**config.mk**
```make
export PLATFORM = sky130hd
export DESIGN_NAME = fetch_stage_flat
export DESIGN_NICKNAME = d
export VERILOG_FILES = /design/src/rtl/fetch_stage_pkg.sv /design/src/rtl/fetch_stage_if.sv /design/src/rtl/fetch_stage_if_id_reg.sv /design/src/rtl/fetch_stage.sv /design/src/flat_wrapper.sv
export SDC_FILE = /design/constraint.sdc
export NUM_CORES = 1
export LEC_CHECK = 0
export ABC_AREA = 1
export CORE_MARGIN = 2
export CORE_UTILIZATION = 50
export CTS_CLUSTER_SIZE = 14
export DETAILED_ROUTE_END_ITERATION = 12
export PLACE_DENSITY = 0.75
export SLEW_MARGIN = 20
export SYNTH_ARGS = -nofsm -noshare
export SYNTH_HDL_FRONTEND = slang
export SYNTH_SLANG_ARGS = --single-unit
```
**constraint.sdc**
```tcl
create_clock -name clk -period 5.4 [get_ports clk]
set_input_delay 1.62 -clock clk [delete_from_list [all_inputs] [get_ports clk]]
set_output_delay 1.62 -clock clk [all_outputs]
set_load 0.05 [all_outputs]
```
**src/rtl/fetch_stage_pkg.sv**
```systemverilog
`default_nettype none
// ============================================================================
// Module   : fetch_stage_pkg
// Purpose  : Shared IF-stage types, constants and branch-target helper.
// Revision : 1.0
// ============================================================================
package fetch_stage_pkg;

   typedef enum logic [1:0] {
      S_FETCH  = 2'd0,
      S_SQUASH = 2'd1,
      S_FULL   = 2'd2
   } fetch_state_e;

   typedef struct packed {
      logic [31:0] inst;
      logic [31:0] pc_plus4;
      logic        valid;
   } if_id_t;

   localparam logic [31:0] NOP_INST = 32'h0000_0000;
   localparam logic [31:0] RESET_PC = 32'h0000_0000;

   // Word offset scaled to bytes; wraps modulo 2^32.
   function automatic logic [31:0] branch_target(input logic [31:0] pc_plus4,
                                                 input logic [31:0] offset,
                                                 input int unsigned shift);
      return pc_plus4 + (offset << shift);
   endfunction

endpackage
`default_nettype wire

```
**src/rtl/fetch_stage_if.sv**
```systemverilog
`default_nettype none
// ============================================================================
// Module   : fetch_stage_if
// Purpose  : Instruction-memory req/valid handshake between IF and imem.
// Revision : 1.0
// ============================================================================
interface fetch_stage_if;

   logic        req;
   logic [31:0] addr;
   logic [31:0] rdata;
   logic        valid;

   modport master (output req, output addr, input rdata, input valid);
   modport slave  (input req, input addr, output rdata, output valid);

endinterface
`default_nettype wire

```
**src/rtl/fetch_stage_if_id_reg.sv**
```systemverilog
`default_nettype none
// ============================================================================
// Module   : if_id_reg
// Purpose  : IF/ID pipeline register; flush beats load, neither means hold.
// Revision : 1.0
// ============================================================================
module if_id_reg
   import fetch_stage_pkg::*;
(
   input  logic   clk,
   input  logic   rst_n,
   input  logic   i_load,
   input  logic   i_flush,
   input  if_id_t i_data,
   output if_id_t o_if_id
);

   if_id_t r_if_id;

   always_ff @(posedge clk or negedge rst_n) begin
      if (!rst_n) begin
         r_if_id <= '{inst: NOP_INST, pc_plus4: 32'h0, valid: 1'b0};
      end else if (i_flush) begin
         r_if_id.valid <= 1'b0;
      end else if (i_load) begin
         r_if_id <= i_data;
      end
   end

   assign o_if_id = r_if_id;

endmodule
`default_nettype wire

```
**src/rtl/fetch_stage.sv**
```systemverilog
`default_nettype none
// ============================================================================
// Module   : fetch_stage
// Purpose  : MIPS IF stage: PC, imem handshake, skid buffer, IF/ID load.
// Revision : 1.0
// ============================================================================
module fetch_stage
   import fetch_stage_pkg::*;
#(
   parameter logic [31:0] RESET_PC     = fetch_stage_pkg::RESET_PC,
   parameter int unsigned OFFSET_SHIFT = 2
) (
   input  logic          clk,
   input  logic          rst_n,
   input  logic          holdPC,
   input  logic          IF_ID_Flush,
   input  logic          isBranch,
   input  logic [31:0]   PC_offset,
   input  logic [31:0]   branch_pc_plus4,
   fetch_stage_if.master imem,
   output logic [31:0]   inst_IF_ID,
   output logic [31:0]   pc_plus4_IF_ID,
   output logic          valid_IF_ID
);

   fetch_state_e r_state;
   logic [31:0]  r_pc;
   logic [31:0]  r_redir;
   logic [31:0]  r_skid_inst;
   logic [31:0]  r_skid_pc4;
   logic         r_run;

   logic [31:0]  w_pc_plus4;
   logic [31:0]  w_target;
   logic [31:0]  w_refetch;
   logic         w_load;
   logic         w_flush;
   if_id_t       w_load_data;
   if_id_t       w_if_id;

   assign w_pc_plus4 = r_pc + 32'd4;
   assign w_target   = branch_target(branch_pc_plus4, PC_offset, OFFSET_SHIFT);
   assign w_refetch  = w_if_id.pc_plus4 - 32'd4;

   // r_run keeps req low until the first edge after reset release.
   assign imem.req  = r_run && (r_state != S_FULL);
   assign imem.addr = r_pc;

   always_comb begin
      w_load      = 1'b0;
      w_flush     = 1'b0;
      w_load_data = '{inst: imem.rdata, pc_plus4: w_pc_plus4, valid: 1'b1};
      if (r_run) begin
         case (r_state)
            S_FETCH: begin
               if (isBranch || IF_ID_Flush) begin
                  w_flush = 1'b1;
               end else if (!holdPC && imem.valid) begin
                  w_load = 1'b1;
               end
            end
            S_SQUASH: begin
               w_flush = IF_ID_Flush;
            end
            S_FULL: begin
               if (isBranch || IF_ID_Flush) begin
                  w_flush = 1'b1;
               end else if (!holdPC) begin
                  w_load      = 1'b1;
                  w_load_data = '{inst: r_skid_inst, pc_plus4: r_skid_pc4, valid: 1'b1};
               end
            end
            default: begin
               w_flush = 1'b1;
            end
         endcase
      end
   end

   always_ff @(posedge clk or negedge rst_n) begin
      if (!rst_n) begin
         r_state     <= S_FETCH;
         r_pc        <= RESET_PC;
         r_redir     <= RESET_PC;
         r_skid_inst <= NOP_INST;
         r_skid_pc4  <= 32'h0;
         r_run       <= 1'b0;
      end else if (!r_run) begin
         r_run <= 1'b1;
      end else begin
         case (r_state)
            S_FETCH: begin
               if (isBranch) begin
                  if (imem.valid) begin
                     r_pc <= w_target;
                  end else begin
                     r_redir <= w_target;
                     r_state <= S_SQUASH;
                  end
               end else if (IF_ID_Flush && holdPC) begin
                  // Load-use: refetch the flushed instruction once the bus is free.
                  if (imem.valid) begin
                     r_pc <= w_refetch;
                  end else begin
                     r_redir <= w_refetch;
                     r_state <= S_SQUASH;
                  end
               end else if (IF_ID_Flush) begin
                  r_pc <= r_pc;
               end else if (holdPC) begin
                  if (imem.valid) begin
                     r_skid_inst <= imem.rdata;
                     r_skid_pc4  <= w_pc_plus4;
                     r_state     <= S_FULL;
                  end
               end else if (imem.valid) begin
                  r_pc <= w_pc_plus4;
               end
            end
            S_SQUASH: begin
               if (isBranch) begin
                  r_redir <= w_target;
               end
               if (imem.valid) begin
                  r_pc    <= isBranch ? w_target : r_redir;
                  r_state <= S_FETCH;
               end
            end
            S_FULL: begin
               if (isBranch) begin
                  r_pc    <= w_target;
                  r_state <= S_FETCH;
               end else if (IF_ID_Flush) begin
                  r_pc    <= r_skid_pc4 - 32'd4;
                  r_state <= S_FETCH;
               end else if (!holdPC) begin
                  r_pc    <= r_skid_pc4;
                  r_state <= S_FETCH;
               end
            end
            default: begin
               r_state <= S_FETCH;
            end
         endcase
      end
   end

   if_id_reg u_if_id_reg (
      .clk     (clk),
      .rst_n   (rst_n),
      .i_load  (w_load),
      .i_flush (w_flush),
      .i_data  (w_load_data),
      .o_if_id (w_if_id)
   );

   assign inst_IF_ID     = w_if_id.inst;
   assign pc_plus4_IF_ID = w_if_id.pc_plus4;
   assign valid_IF_ID    = w_if_id.valid;

endmodule
`default_nettype wire

```
**src/flat_wrapper.sv**
```systemverilog
// flat-port wrapper written by rule: the top's interface ports become plain ports
module fetch_stage_flat import fetch_stage_pkg::*;
#(
   parameter logic [31:0] RESET_PC     = fetch_stage_pkg::RESET_PC,
   parameter int unsigned OFFSET_SHIFT = 2
)
  (clk, rst_n, holdPC, IF_ID_Flush, isBranch, PC_offset, branch_pc_plus4, inst_IF_ID, pc_plus4_IF_ID, valid_IF_ID, imem_req, imem_addr, imem_rdata, imem_valid);
  fetch_stage_if imem_i ();
  input  logic clk;
  input  logic rst_n;
  input  logic holdPC;
  input  logic IF_ID_Flush;
  input  logic isBranch;
  input  logic [31:0] PC_offset;
  input  logic [31:0] branch_pc_plus4;
  output logic [31:0] inst_IF_ID;
  output logic [31:0] pc_plus4_IF_ID;
  output logic valid_IF_ID;
  output wire logic [$bits(imem_i.req)-1:0] imem_req;
  output wire logic [$bits(imem_i.addr)-1:0] imem_addr;
  input wire logic [$bits(imem_i.rdata)-1:0] imem_rdata;
  input wire logic [$bits(imem_i.valid)-1:0] imem_valid;
  assign imem_req = imem_i.req;
  assign imem_addr = imem_i.addr;
  assign imem_i.rdata = imem_rdata;
  assign imem_i.valid = imem_valid;
  fetch_stage #(.RESET_PC(RESET_PC), .OFFSET_SHIFT(OFFSET_SHIFT)) u_core (.clk(clk), .rst_n(rst_n), .holdPC(holdPC), .IF_ID_Flush(IF_ID_Flush), .isBranch(isBranch), .PC_offset(PC_offset), .branch_pc_plus4(branch_pc_plus4), .imem(imem_i), .inst_IF_ID(inst_IF_ID), .pc_plus4_IF_ID(pc_plus4_IF_ID), .valid_IF_ID(valid_IF_ID));
endmodule
```
==> flow_summary.yaml <==
synthesis:
  yosys.area_share.adder_pct: 3.41
  yosys.area_share.simple_pct: 36.5
  synth_xor_area_share_pct: 3.08
  syn_area_per_cell_um2: 6.57
  synth_compound_area_share_pct: 14.4
  ys.flop_type: "dfrtp_1"
  syn_inst: 2156
  yosysWarnings: 0
  ys_types: 56
  synth_top_family_by_area: "simple AND/OR/NAND/NOR gates"
  synth_area_mm2: 0.0142
  synth-seq-cells: 196
  yosysSeqAreaShare_pct: 34.6
  synthMuxAreaShare_pct: 0
  synthArstFlopShare_pct: 100
  synth_edf_count: 0
  synth_fp_nets: 2296
global_route:
  grt_pass1_vias: 14241
  grt_use_total_pct: 35.3
  grt-ovfl-total: 0
  grt_pass1_wl_um: 79300
  grt_max_degree: 106
  antenna_found_initial: 0
power_and_ir_drop:
  vdd_drop_max_mv: 0.379
  power.internal_w: 0.00448
  switching_share_pct: 53.1
  p_switching_w: 0.00508
  leakage_nw: 7.95
  p_per_area_mw_per_mm2: 563
  finalPower_w: 0.00956
  p_seq_share_pct: 30.1
  clockPowerShare_pct: 14.0
  p_comb_share_pct: 56.0
run:
  maxCapViolations: 0
status:
  outcome: "finished clean"
worst_setup_path:
  critPathMaxFanout: 32
  end_kind: "primary output"
  cp.arrival_ps: 2430
  criticalPathCategory: "flop to primary output"
  required_ps: 3780
  cp-start-kind: "flop"
clocking:
  cts_setup_buffers: 0
  path_clk_slew_ps: 90
  cts_buffers: 17
  cts_max_path_buffers: 2
  post_cts_resized: 0
  clock_sinks: 196
  clock_latency_ps: 460
  ctsHtreeMaxLevel: 4
  cts_root_buffer: "clkbuf_16"
  cts_tree: "yes"
  ctsHoldBuffers: 0
die:
  initial_core_util_pct: 50.8
  io-pin-count: 200
  core_area_mm2: 0.0279
  die_y_um: 172
  die_area_mm2: 0.0297
  rows: 61
  die_w_um: 172
timing:
  rsz0062_at_grt: "no"
  relSlewSlack_pct: 27.9
  fin_skew_ps: 14.8
  maxSlewViolCount: 0
  setup-tns-final_ps: 0
  worst-slew-pin-transition_ps: 1080
  fin_crit_ps: 4050
  setup_viol: 0
  hold_violations: 0
  period_share_pct: 75.1
  max_clock_freq_ghz: 0.247
cells_and_area:
  drive_gt1_share_pct: 4.84
  layout_common_cells: "nand2_1, nor2_1, dfrtp_1"
  layout_commonest_cell: "nand2_1"
  nets: 2439
  area_growth_pct: 20.0
  diodes: 0
routing:
  drt_pass1_iterations: 8
  routed_wl_um: 51900
  drt_iter0_markers: 1638
  viasPerCell: 5.76
  drtAntennaViolNets: 0
  drcViolationCount: 0
  routedWlPerCell_um: 19.3
  vias: 15484
min_path:
  hold_class: "flop to flop"
placed_design:
  dp_hpwl_um: 38800
  gp_congestion: 0.966
  portBuffers: 197
-- worst paths after layout --
path / from / endpoint / slack, ps / depth (start not counted)
setup reg to reg: u_core.r_state[0] / u_core.u_if_id_reg.o_if_id[19] / 2490 / 12
min in group asynchronous: rst_n / u_core.u_if_id_reg.o_if_id[62] / 1280 / 1
hold / removal: u_core.r_skid_inst[30] / u_core.r_skid_inst[30] / 480 / 2
hold reg to reg: u_core.r_skid_inst[30] / u_core.r_skid_inst[30] / 480 / 2
setup / recovery: u_core.r_state[0] / imem_req / 1350 / 5
max in group asynchronous: rst_n / u_core.imem.addr[20] / 3130 / 2
-- final cells by class --
cell class                 count  area, µm²
timing repair buffer         218       2170
multi-input combinational   1685       8150
sequential                   196       4900
fill                        2635      10900
clock inverter                14        183
clock buffer                  18        429
inverter                     181        681
tap                          378        473
-- critical path, stage by stage, from the launching register on --
cell	delay (ps)
dfrtp_1	430
inv_1	90
ha_1	190
buf_4	270
nor2_1	150
clkdlybuf4s50_1	830
-- synth_stat cells, types with 5 or more instances --
cell type / n / share of area [%]
nor3_1: 28 / 0.99
nand3_1: 161 / 5.7
buf_4: 6 / 0.32
buf_2: 32 / 1.1
nor2_4: 9 / 0.72
nor2_2: 8 / 0.35
o2111ai_1: 5 / 0.31
o21bai_1: 5 / 0.27
ha_1: 37 / 3.3
o211ai_1: 9 / 0.48
nand3b_1: 7 / 0.37
xor2_1: 41 / 2.5
o21ai_0: 175 / 6.2
nand2_1: 730 / 19
inv_2: 9 / 0.24
or2_2: 10 / 0.44
dfrtp_1: 196 / 35
a21oi_1: 97 / 3.4
clkbuf_1: 53 / 1.4
xnor2_1: 7 / 0.43
nand2_2: 5 / 0.22
inv_1: 169 / 4.5
nor2_1: 226 / 6.0
o21ai_1: 6 / 0.21
a31oi_1: 52 / 2.3
nand4_1: 28 / 1.2
-- per-stage QoR --
| step | std cells | hold slack, ps | utilization [%] | instance area (µm²) | setup WS [ps] |
|---|---|---|---|---|---|
| detailed placement | 2658 | 464 | 58.8 | 16400 | 989 |
| global route | 2690 | 493 | 61.0 | 17000 | 1210 |
| floorplan | 2156 | 442 | - | 14200 | 2080 |
| global placement | 2658 | 460 | 58.8 | 16400 | 1060 |
| finish | 2690 | 483 | 61.0 | 17000 | 1350 |
| CTS | 2690 | 486 | 61.0 | 17000 | 1320 |
-- metal layers --
layer | vias up | part of all wire, % | global-route usage [%]
met4 | 0 | 2.5 | 9.65
met3 | 103 | 9.8 | 7.26
li1 | 7315 | - | -
met5 | - | 0 | 0
met2 | 836 | 45 | 55.7
met1 | 7230 | 43 | 49.5
-- registers in the layout (all words and copies together) (netlist names) --
signal,flops
u_core.imem.addr,32
u_core.r_redir,32
u_core.r_run,1
u_core.r_skid_inst,32
u_core.r_skid_pc4,32
u_core.r_state,2
u_core.u_if_id_reg.o_if_id,65
-- power groups by stage --
stage	sequential, W	combinational [W]	clock, W
finish	0.00288	0.00535	0.00133
detailed placement	0.00286	0.00524	0
floorplan	0.00381	0.00244	0
global route	0.00295	0.00578	0.00141
CTS	0.00285	0.00527	0.00135
global placement	0.00285	0.00516	0
-- logic make-up after synthesis --
family | after synthesis
adders and majority gates | 38
other | 1
AOI/OAI and AO/OA | 371
buffers and inverters | 275
DFF | 196
and+or+nand+nor | 1226
xor gates and xnor gates | 49
Power figures use the tool's default switching activity.
